**src/rtl/mult_pkg.sv**
```systemverilog
// Shared definitions for the Booth multiplier: FSM state encoding,
// Booth recoding constants for {Q[0],Q_1}, and the default operand width.
// No ports; imported by mult_booth_unit and booth_step.
package mult_pkg;

    typedef enum logic [1:0] {
        IDLE = 2'd0,
        RUN  = 2'd1,
        DONE = 2'd2
    } state_t;

    // Booth recoding of {Q[0], Q_1}; 2'b11 is also a no-op.
    localparam logic [1:0] BOOTH_NOP = 2'b00;
    localparam logic [1:0] BOOTH_ADD = 2'b01;
    localparam logic [1:0] BOOTH_SUB = 2'b10;

    localparam int DEFAULT_WIDTH = 32;

endpackage

```
**src/rtl/booth_step.sv**
```systemverilog
// One radix-2 Booth iteration: add/sub M per {q[0],q_1}, then arithmetic
// right shift of {acc,q,q_1}. Purely combinational, zero latency.
// Ports: acc/m (WIDTH+1), q (WIDTH), q_1 in; acc_nxt, q_nxt, q_1_nxt out.
module booth_step
    import mult_pkg::*;
#(
    parameter int WIDTH = DEFAULT_WIDTH
) (
    input  logic [WIDTH:0]   acc,
    input  logic [WIDTH-1:0] q,
    input  logic             q_1,
    input  logic [WIDTH:0]   m,
    output logic [WIDTH:0]   acc_nxt,
    output logic [WIDTH-1:0] q_nxt,
    output logic             q_1_nxt
);

    logic [WIDTH:0] sum;

    always_comb begin
        sum = acc;
        case ({q[0], q_1})
            BOOTH_ADD: sum = acc + m;
            BOOTH_SUB: sum = acc - m;
            default:   sum = acc;
        endcase
    end

    // Arithmetic shift: sign bit of the accumulator is replicated.
    assign acc_nxt = {sum[WIDTH], sum[WIDTH:1]};
    assign q_nxt   = {sum[0], q[WIDTH-1:1]};
    assign q_1_nxt = q[0];

endmodule

```
**src/rtl/mult_booth_unit.sv**
```systemverilog
// Multicycle signed WIDTHxWIDTH radix-2 Booth multiplier, one iteration/clock.
// Latency WIDTH+2 cycles start-to-done; start ignored unless IDLE (no queuing).
// Ports: clk, reset (async high), start, Data_A, Data_B in; busy, done, HI, LO out.
// Optional MULT_ZERO_SHORTCUT_EN: zero operand skips iteration (2-cycle latency).
module mult_booth_unit
    import mult_pkg::*;
#(
    parameter int WIDTH = DEFAULT_WIDTH
) (
    input  logic             clk,
    input  logic             reset,
    input  logic             start,
    input  logic [WIDTH-1:0] Data_A,
    input  logic [WIDTH-1:0] Data_B,
    output logic             busy,
    output logic             done,
    output logic [WIDTH-1:0] HI,
    output logic [WIDTH-1:0] LO
);

    localparam int CNT_W = $clog2(WIDTH) + 1;

    state_t           state;
    // ACC is one bit wider than the operands so that subtracting
    // M = -2^(WIDTH-1) cannot overflow.
    logic [WIDTH:0]   acc;
    logic [WIDTH:0]   m;
    logic [WIDTH-1:0] q;
    logic             q_1;
    logic [CNT_W-1:0] cnt;

    logic [WIDTH:0]   acc_nxt;
    logic [WIDTH-1:0] q_nxt;
    logic             q_1_nxt;

    booth_step #(.WIDTH(WIDTH)) u_step (
        .acc     (acc),
        .q       (q),
        .q_1     (q_1),
        .m       (m),
        .acc_nxt (acc_nxt),
        .q_nxt   (q_nxt),
        .q_1_nxt (q_1_nxt)
    );

    always_ff @(posedge clk or posedge reset) begin
        if (reset) begin
            state <= IDLE;
            busy  <= 1'b0;
            done  <= 1'b0;
            HI    <= '0;
            LO    <= '0;
            acc   <= '0;
            m     <= '0;
            q     <= '0;
            q_1   <= 1'b0;
            cnt   <= '0;
        end else begin
            done <= 1'b0;
            case (state)
                IDLE: begin
                    if (start) begin
                        m   <= {Data_A[WIDTH-1], Data_A};
                        q   <= Data_B;
                        acc <= '0;
                        q_1 <= 1'b0;
                        cnt <= CNT_W'(WIDTH);
`ifdef MULT_ZERO_SHORTCUT_EN
                        if (Data_A == '0 || Data_B == '0) begin
                            q     <= '0;
                            state <= DONE;
                        end else begin
                            state <= RUN;
                            busy  <= 1'b1;
                        end
`else
                        state <= RUN;
                        busy  <= 1'b1;
`endif
                    end
                end
                RUN: begin
                    acc <= acc_nxt;
                    q   <= q_nxt;
                    q_1 <= q_1_nxt;
                    cnt <= cnt - CNT_W'(1);
                    // cnt==1 here means this is the last iteration.
                    if (cnt == CNT_W'(1)) begin
                        state <= DONE;
                        busy  <= 1'b0;
                    end
                end
                DONE: begin
                    // Product is the low 2*WIDTH bits of {ACC,Q}; ACC MSB is
                    // only a sign extension.
                    HI    <= acc[WIDTH-1:0];
                    LO    <= q;
                    done  <= 1'b1;
                    state <= IDLE;
                end
                default: begin
                    state <= IDLE;
                    busy  <= 1'b0;
                end
            endcase
        end
    end

endmodule

```
**config.mk**
```make
export PLATFORM = sky130hd
export DESIGN_NAME = mult_booth_unit
export DESIGN_NICKNAME = d
export VERILOG_FILES = /design/src/rtl/mult_pkg.sv /design/src/rtl/booth_step.sv /design/src/rtl/mult_booth_unit.sv
export SDC_FILE = /design/constraint.sdc
export NUM_CORES = 1
export LEC_CHECK = 0
export BUFFER_PORTS_ARGS = -buffer_cell sky130_fd_sc_hd__clkbuf_2
export CAP_MARGIN = 20
export CORE_AREA = 2 2 137 139
export CTS_CLUSTER_DIAMETER = 50
export CTS_CLUSTER_SIZE = 20
export DETAILED_ROUTE_END_ITERATION = 8
export DIE_AREA = 0 0 139 141
export PLACE_DENSITY = 0.71
export SYNTH_ARGS = -nofsm -noshare
export SYNTH_HDL_FRONTEND = slang
export SYNTH_SLANG_ARGS = --single-unit
```
**constraint.sdc**
```tcl
create_clock -name clk -period 6.3 [get_ports clk]
set_clock_uncertainty 0.1 [all_clocks]
set_input_delay 1.26 -clock clk [delete_from_list [all_inputs] [get_ports clk]]
set_output_delay 1.26 -clock clk [all_outputs]
set_load 0.02 [all_outputs]
```
Yosys cells after proc, flatten, opt, wreduce, memory -nomap -nowiden
Cells that the tools add are included.

word-level totals
  output and inout port bits = 66
  bits of input ports = 67
  logic and storage cells = 43
  register bits = 172

operators by class
  bitwise logic cells = 1
  eq/ne operators = 7
  add/sub/neg operators = 3
  multiplexer cells = 16
  reduce and logical (&&, ||, !) cells = 6

operator list
  cell                                                  number
  one-hot mux 33 bit (2 select lines)                   2
  one-hot mux 32 bit (2 select lines)                   1
  adder 33 bit                                          1
  two-way mux 33 bit                                    1
  subtractor 33 bit                                     1
  two-way mux 32 bit                                    1
  one-hot mux 6 bit (2 select lines)                    1
  equality test 6 x 1 -> 1 bit (second input constant)  1
  two-way mux 6 bit                                     1
  AND reduction 2 bit                                   3
  subtractor 6 x 1 -> 6 bit (second input constant)     1
  equality test 2 x 1 -> 1 bit (second input constant)  2
  equality test 2 bit (second input constant)           2
  two-way mux 1 bit                                     4
  two-way mux 2 bit                                     2
  inequality test 2 bit (second input constant)         2
  one-hot mux 2 bit (2 select lines)                    1
  one-hot mux 1 bit (3 select lines)                    1
  AND reduction 3 bit                                   1
  zero test 2 bit                                       1
  one-hot mux 1 bit (2 select lines)                    1
  nonzero test 2 bit                                    1
  inverter 1 bit                                        1

Depth between registers and ports, before layout
Gate-level depths: netlist (run 1).

  depth after elaboration = 3
  gate-level depth with buffers = 17
  depth with buffers taken out = 17

Hierarchy
A second synthesis (run 1) with hierarchy kept.

second synthesis, totals
  cells, all modules = 1030
  area, all modules = 10164.7 um^2

modules (own cells, without submodules)
  module           area each (um^2)  times used  cells each  seq. area each (um^2)
  mult_booth_unit  6841.6            1           530         4304.1
  booth_step       3323.2            1           500         0.0

Worst setup path after synthesis (run 1)
No wires, ideal clock.

  path kind = register -> register
  start point = reg m[2]
  end point = reg acc[31]
  stages on the path, launching flop included = 16
  period minus slack after synthesis = 4082 ps
  data arrival time = 3851 ps
  library setup time = 131 ps
  setup slack = 2218 ps
  path through = dfrtp_1 -> nor4_1 -> nor4b_1 -> and2_2 -> a21oi_1 -> xnor2_1 -> ha_1 -> a21o_1 -> a21o_1 -> a21o_1 -> nor3_1 -> a21oi_2 -> a21boi_1 -> nor3_1 -> mux2_2 -> or3_1

on the way
  cells in the longest elaborated chain, start to end = 3
  elaborated cells on any way between the ends = 4
  those cells by class = add/sub (2); mux (2)

RTL lines
  item                                               line                                source
  start: declaration                                 mult_booth_unit.sv:27               logic [WIDTH:0] m;
  start signal: assignment                           mult_booth_unit.sv:63               m <= {Data_A[WIDTH-1], Data_A};
  subtractor 33 bit or adder 33 bit (tied branches)  booth_step.sv:24, booth_step.sv:23
  one-hot mux 33 bit (2 select lines) *              booth_step.sv:22                    case ({q[0], q_1})
  one-hot mux 33 bit (2 select lines) *              mult_booth_unit.sv:60               case (state)
  end signal: assignment                             mult_booth_unit.sv:83               acc <= acc_nxt;
  end: declaration                                   mult_booth_unit.sv:26               logic [WIDTH:0] acc;

Mark *: on every way between the ends. The rest lies on a longest branch, timed or not.
A chain may end at the register's enable or synchronous reset.

Worst setup path in the final report (run 1)
Ends and elaborated chain as after synthesis.

==> impl_results.md, run 1 <==
* First drt pass iteration count at 5
* H-tree depth at 4
* Die height at 141 um
* Most instantiated cells after synthesis: nand2_1 (176), dfrtp_1 (171), a21oi_1 (71), mux2_2 (64), xnor2_1 (45)
* Routed vias at 7307
* CTS tree: yes
* Yosys reg bits at 171
* Fin crit period at 4590 ps
* Total Routing Usage GR at 0.222
* Synth unique cells at 65
* Initial core utilization at 0.504
* Die Width at 139 um
* Post-DP HPWL at 14.6 mm
* Fmax at 218 MHz
* Least-Margin Pin Slew at 1020 ps
* Slowest-stage cell, CP: nor4_1
* Synth Flop Type: dfrtp_1
* Hold depth at 1
* Met1 Use GR at 0.290
* Clock transition at path regs at 70 ps
* Register area share after synthesis at 0.465
* Status: completed
* GP Congestion at 0.925
* IO Count at 133
* Root buffer cell: clkbuf_16
* Multi-input logic area at 4660 um^2
* Fill cell count at 1610
* Largest net degree at the start of global routing at 75
* Critical Path RT at 6510 ps
* R2R depth at 17
* Clock Latency Late Sink at 430 ps
* Storage element area at 4280 um^2
* Synthesized area at 9210 um^2
* CP peak stage delay at 500 ps
* Final hold violations at 0
* Final Setup Violations at 0
* Antenna violations before repair at 0
* Global route hottest layer: met2
* Grt met2 use at 0.365
* Max-slew headroom at 0.319
* CTS buffer count at 17
* Max Buffers Root-to-Sink at 2
* M3 GR Usage at 0.0513
* Hold-fix buffers, CTS at 0
* Cell mode on critical path: a21oi_1
* Die ar. at 19600 um^2
* Final TNS setup at 0 ps
* GR Overflow Total at 0
* Fin crit share at 0.729
* Max-cap violations at 0
* First-pass GRT wire length at 35.6 mm
* Worst hold path type: register to register
* WHS at 382 ps
* IO buf count at 132
* Routed Antenna Nets at 0
* Setup repair bufs after CTS at 0
* Syn. warnings at 0
* Antenna cells at 0
* Drt total wl at 21.3 mm
* Synth top area cells: dfrtp_1 (46%), mux2_2 (7.8%), nand2_1 (7.2%)
* Share of layout cells above drive strength 1 at 0.236
* Cell taking the most area after synthesis: dfrtp_1
* Layout area overhead at 15.5%
* # rows at 50
* Top-count cell post-synth: nand2_1
* CTS Sinks at 171
* Unrepaired setup endpoints after global routing: no
* Synth Net Count at 1061
* Vias per cell at 5.54
* # resized after CTS at 0
* Core Footprint at 18300 um^2
* Area share of the largest cell type after synthesis at 0.465
* Post-synthesis async set-or-reset flop share at 1.00
* WP data arrival at 4800 ps
* Crit path launch type: register
* Fin. max-slew vios at 0
* Post-detailed-route wirelength per cell at 16.1 um
* Crit-path cells: nor4_1 -> nor4b_1 -> buf_4 -> and3_1 -> nand2_1 -> nor2_1 -> a21oi_1 -> xnor2_1 -> ha_1 -> a21oi_1 -> o21bai_1 -> a21oi_1 -> o21a_1 -> o21ai_0 -> nor3_1 -> mux2_2 -> or3_1
* Post-synth EDFFs at 0
* Vias in the first global route at 7172
* Drt drc at 0
* Synthesized area per cell at 9.62 um^2
* Maximum fanout along the worst path at 6
* Final nets at 1175
* Drt initial violations at 384
* Cells after Synth at 957
* Critical path capture point type: register
* Crit Path Class: register to register
## per-layer routing
layer / routed length (um) / vias to the layer above
li1: - / 3606
met1: 9500 / 3495
met2: 10200 / 172
met3: 1120 / 34
met4: 458 / 0
met5: 0 / -
## logic make-up after synthesis
| logic type | Yosys count | synth area share |
|---|---|---|
| flops | 171 | 0.465 |
| mux | 75 | 0.0902 |
| xor+xnor | 56 | 0.0533 |
| simple gates | 324 | 0.160 |
| fa+ha+maj | 37 | 0.0511 |
| compound gates | 219 | 0.150 |
| buf+inv | 75 | 0.0307 |
## layout by cell type, fill, tap and decap left out, types with 4 or more instances in the layout
| cell type | count |
|---|---|
| o21a_1 | 4 |
| nor2b_1 | 4 |
| mux2_2 | 64 |
| xnor2_1 | 45 |
| inv_1 | 25 |
| nor2_1 | 42 |
| o211ai_1 | 7 |
| clkbuf_2 | 132 |
| inv_6 | 6 |
| ha_1 | 36 |
| a31oi_1 | 9 |
| o21ai_1 | 11 |
| clkbuf_16 | 17 |
| o21ai_0 | 42 |
| mux2i_1 | 11 |
| nor3_1 | 17 |
| dfrtp_1 | 171 |
| nand4_1 | 8 |
| nand3_1 | 41 |
| xor2_1 | 11 |
| a22oi_1 | 31 |
| and3_1 | 5 |
| nand2_1 | 176 |
| a21oi_1 | 71 |
| a21o_1 | 13 |
| buf_4 | 11 |
## cell type report
cell class | count | share of cell area
clock buffer | 17 | 0.0400
clock inverter | 15 | 0.0121
inverter | 27 | 0.0100
multi-input combinational | 711 | 0.438
sequential | 171 | 0.402
tap | 234 | 0.0275
timing repair buffer | 143 | 0.0698
## registers in the layout, indices dropped and copies added, names as in the netlist, 2 cells and up
register,flops
LO,32
m,32
q,32
cnt,6
HI,32
state,2
acc,32
## critical path, delay by kind of cell (launching register included)
kind	cells	cell delay, ps
AO/OA/AOI/OAI	6	1110
adder cells (fa/ha/maj)	1	360
XOR/XNOR	1	140
buffers and inverters	1	210
AND/OR/NAND/NOR	7	1830
multiplexers	1	270
flip-flops	1	440
## stage by stage
step	worst slack [ps]	utilization	std cells	instance area, um^2
CTS	1770	0.582	1318	10600
detailed placement	1810	0.552	1286	10100
global placement	1980	0.552	1286	10100
floorplan	308	-	957	9210
global route	1390	0.582	1318	10600
finish	1710	0.582	1318	10600
## final timing paths
check,start,end,slack (ps)
setup / recovery,m[2]$_DFFE_PP0P_,acc[31]$_DFFE_PP0P_,1710
hold / removal,cnt[5]$_DFFE_PP0P_,cnt[5]$_DFFE_PP0P_,380
setup reg to reg,m[2]$_DFFE_PP0P_,acc[31]$_DFFE_PP0P_,1710
hold reg to reg,cnt[5]$_DFFE_PP0P_,cnt[5]$_DFFE_PP0P_,380
max in group asynchronous,reset,HI[18]$_DFFE_PP0P_,4130
min in group asynchronous,reset,LO[15]$_DFFE_PP0P_,760
Power of run 1 is left out: the tool's default activity adds up to more than one toggle a clock period on the data nets, which glitch-free logic cannot reach.
==> run 2, diff against run 1 <==
--- a/config.mk
+++ b/config.mk
@@ -7,12 +7,12 @@
 export LEC_CHECK = 0
 export BUFFER_PORTS_ARGS = -buffer_cell sky130_fd_sc_hd__clkbuf_2
 export CAP_MARGIN = 20
-export CORE_AREA = 2 2 137 139
+export CORE_AREA = 2 2 130 132
 export CTS_CLUSTER_DIAMETER = 50
 export CTS_CLUSTER_SIZE = 20
 export DETAILED_ROUTE_END_ITERATION = 8
-export DIE_AREA = 0 0 139 141
-export PLACE_DENSITY = 0.71
+export DIE_AREA = 0 0 132 134
+export PLACE_DENSITY = 0.75
 export SYNTH_ARGS = -nofsm -noshare
 export SYNTH_HDL_FRONTEND = slang
 export SYNTH_SLANG_ARGS = --single-unit
==> constraint.sdc (replaced) <==
create_clock -name clk -period 4.5 [get_ports clk]
set_clock_uncertainty 0.1 [all_clocks]
set_input_delay 0.9 -clock clk [delete_from_list [all_inputs] [get_ports clk]]
set_output_delay 0.9 -clock clk [all_outputs]
set_load 0.02 [all_outputs]
==> run 2 against run 1 <==
Cell area is 0.85% higher. Utilization is 7.6 points higher. Final cell count is 0.76% lower. Sequential cell count stayed put. Via count is 1.8% higher. Setup slack worse by 1500 ps. Critical path depth stayed put. Clock-buffer cell count stayed put. Routed wire length is 1.4% higher. First-iteration DRC count is 66% higher. Register-to-register slack worse by 1500 ps. Non-clock buffer count is 4 higher. Largest cell class unchanged.
==> impl_results.md, run 2 (synthesized netlist as in run 1, its figures left out) <==
* Worst hold path type: register to register
* Least-Margin Pin Slew at 959 ps
* Final TNS setup at 0 ps
* Multi-input logic area at 4680 um^2
* Fin crit period at 4260 ps
* Commonest non-fill, non-tap cells in the layout: nand2_1 (176), dfrtp_1 (171), clkbuf_2 (132), a21oi_1 (71), mux2_2 (64)
* Final hold violations at 0
* Vias per cell at 5.69
* WP data arrival at 4480 ps
* Post-DP HPWL at 14.3 mm
* Final Setup Violations at 0
* Routed vias at 7440
* IO buf count at 132
* First drt pass iteration count at 5
* Vias in the first global route at 7181
* CTS tree: yes
* Antenna cells at 0
* CTS Sinks at 171
* Initial core utilization at 0.565
* Total Routing Usage GR at 0.250
* IO Count at 133
* Critical path capture point type: register
* Largest net degree at the start of global routing at 172
* Post-layout util at 0.659
* Routed Antenna Nets at 0
* Fill cell count at 1331
* Max Buffers Root-to-Sink at 2
* Crit-path cells: nor4_2 -> nor4b_1 -> buf_4 -> and3_1 -> nand2_1 -> nor2_2 -> a21oi_1 -> xnor2_1 -> ha_1 -> a21oi_1 -> o21bai_1 -> a21oi_1 -> o21a_1 -> o21ai_0 -> nor3_1 -> mux2_2 -> or3_1
* Worst slack, placed at 47.4 ps
* First-pass GRT wire length at 35.6 mm
* Drt drc at 0
* Die height at 134 um
* Final WS setup at 238 ps
* Fin crit share at 0.947
* Cell mode on critical path: a21oi_1
* Clock Latency Late Sink at 440 ps
* CP peak stage delay at 460 ps
* Placed cell areas at 10100 um^2
* Storage element area at 4280 um^2
* GP Congestion at 0.895
* Max-cap violations at 0
* Drt initial violations at 639
* Core Footprint at 16300 um^2
* Slowest-stage cell, CP: dfrtp_1
* Top Family by Delay on Critical Path: simple AND/OR/NAND/NOR gates
* Crit path launch type: register
* Final std cell area, no fill at 10700 um^2
* Fin. max-slew vios at 0
* Max-slew headroom at 0.361
* Post-detailed-route wirelength per cell at 16.5 um
* Crit Path Class: register to register
* Die Width at 132 um
* Commonest non-fill, non-tap cell in the layout: nand2_1
* Status: completed
* Antenna violations before repair at 0
* H-tree depth at 4
* Stages on worst setup path at 17
* Share of layout cells above drive strength 1 at 0.241
* Fmax at 235 MHz
* CP Buf/Inv Count at 1
* Critical Path RT at 4720 ps
* Root buffer cell: clkbuf_16
* Die ar. at 17700 um^2
* CTS buffer count at 17
* Maximum fanout along the worst path at 6
* Hold-fix buffers, CTS at 0
* Final nets at 1179
* R2R depth at 17
* Hold depth at 1
* Clock transition at path regs at 80 ps
* Drt total wl at 21.6 mm
* Layout area overhead at 16.5%
* GR Overflow Total at 0
* # rows at 47
run 2: path summary, 6_finish.rpt:
path,start,slack (ps),to
setup / recovery,m[2]$_DFFE_PP0P_,240,acc[31]$_DFFE_PP0P_
max in group asynchronous,reset,3050,acc[30]$_DFFE_PP0P_
setup reg to reg,m[2]$_DFFE_PP0P_,240,acc[31]$_DFFE_PP0P_
hold / removal,cnt[5]$_DFFE_PP0P_,390,cnt[5]$_DFFE_PP0P_
min in group asynchronous,reset,630,HI[3]$_DFFE_PP0P_
hold reg to reg,cnt[5]$_DFFE_PP0P_,390,cnt[5]$_DFFE_PP0P_
run 2: routing by layer:
metal | GRT usage | wire length (um) | vias to the layer above
met5 | 0 | 0 | -
li1 | - | - | 3617
met4 | 0.0531 | 200 | 0
met1 | 0.326 | 9660 | 3639
met2 | 0.422 | 10400 | 169
met3 | 0.0699 | 1300 | 15
run 2: stage by stage:
stage               hold WS, ps  std cells
floorplan                   346        957
global placement            366       1276
detailed placement          385       1276
CTS                         395       1308
global route                416       1308
finish                      386       1308
run 2: cell type report:
class / count / area share
Timing Repair Buffer: 147 / 0.0732
Tap cell: 220 / 0.0257
Sequential cell: 171 / 0.399
Clock buffer: 17 / 0.0396
Inverter: 27 / 0.00979
Multi-Input combinational cell: 711 / 0.436
Clock inverter: 15 / 0.0169
run 2: timing repair:
action	4_1_cts	5_1_grt
setup buffers	0	0
endpoints found under the hold margin	0	0
resized for setup	0	2
setup endpoints to repair	0	1
run 2: worst register-to-register path: stages, from the launching register on:
cell and delay [ps]:
dfrtp_1 460, nor4_2 380, nor4b_1 310, buf_4 200, and3_1 230, nand2_1 90
nor2_2 250, a21oi_1 130, xnor2_1 140, ha_1 290, a21oi_1 90, o21bai_1 130
a21oi_1 100, o21a_1 200, o21ai_0 350, nor3_1 80, mux2_2 270, or3_1 360
Power of run 2 is left out for the same reason.
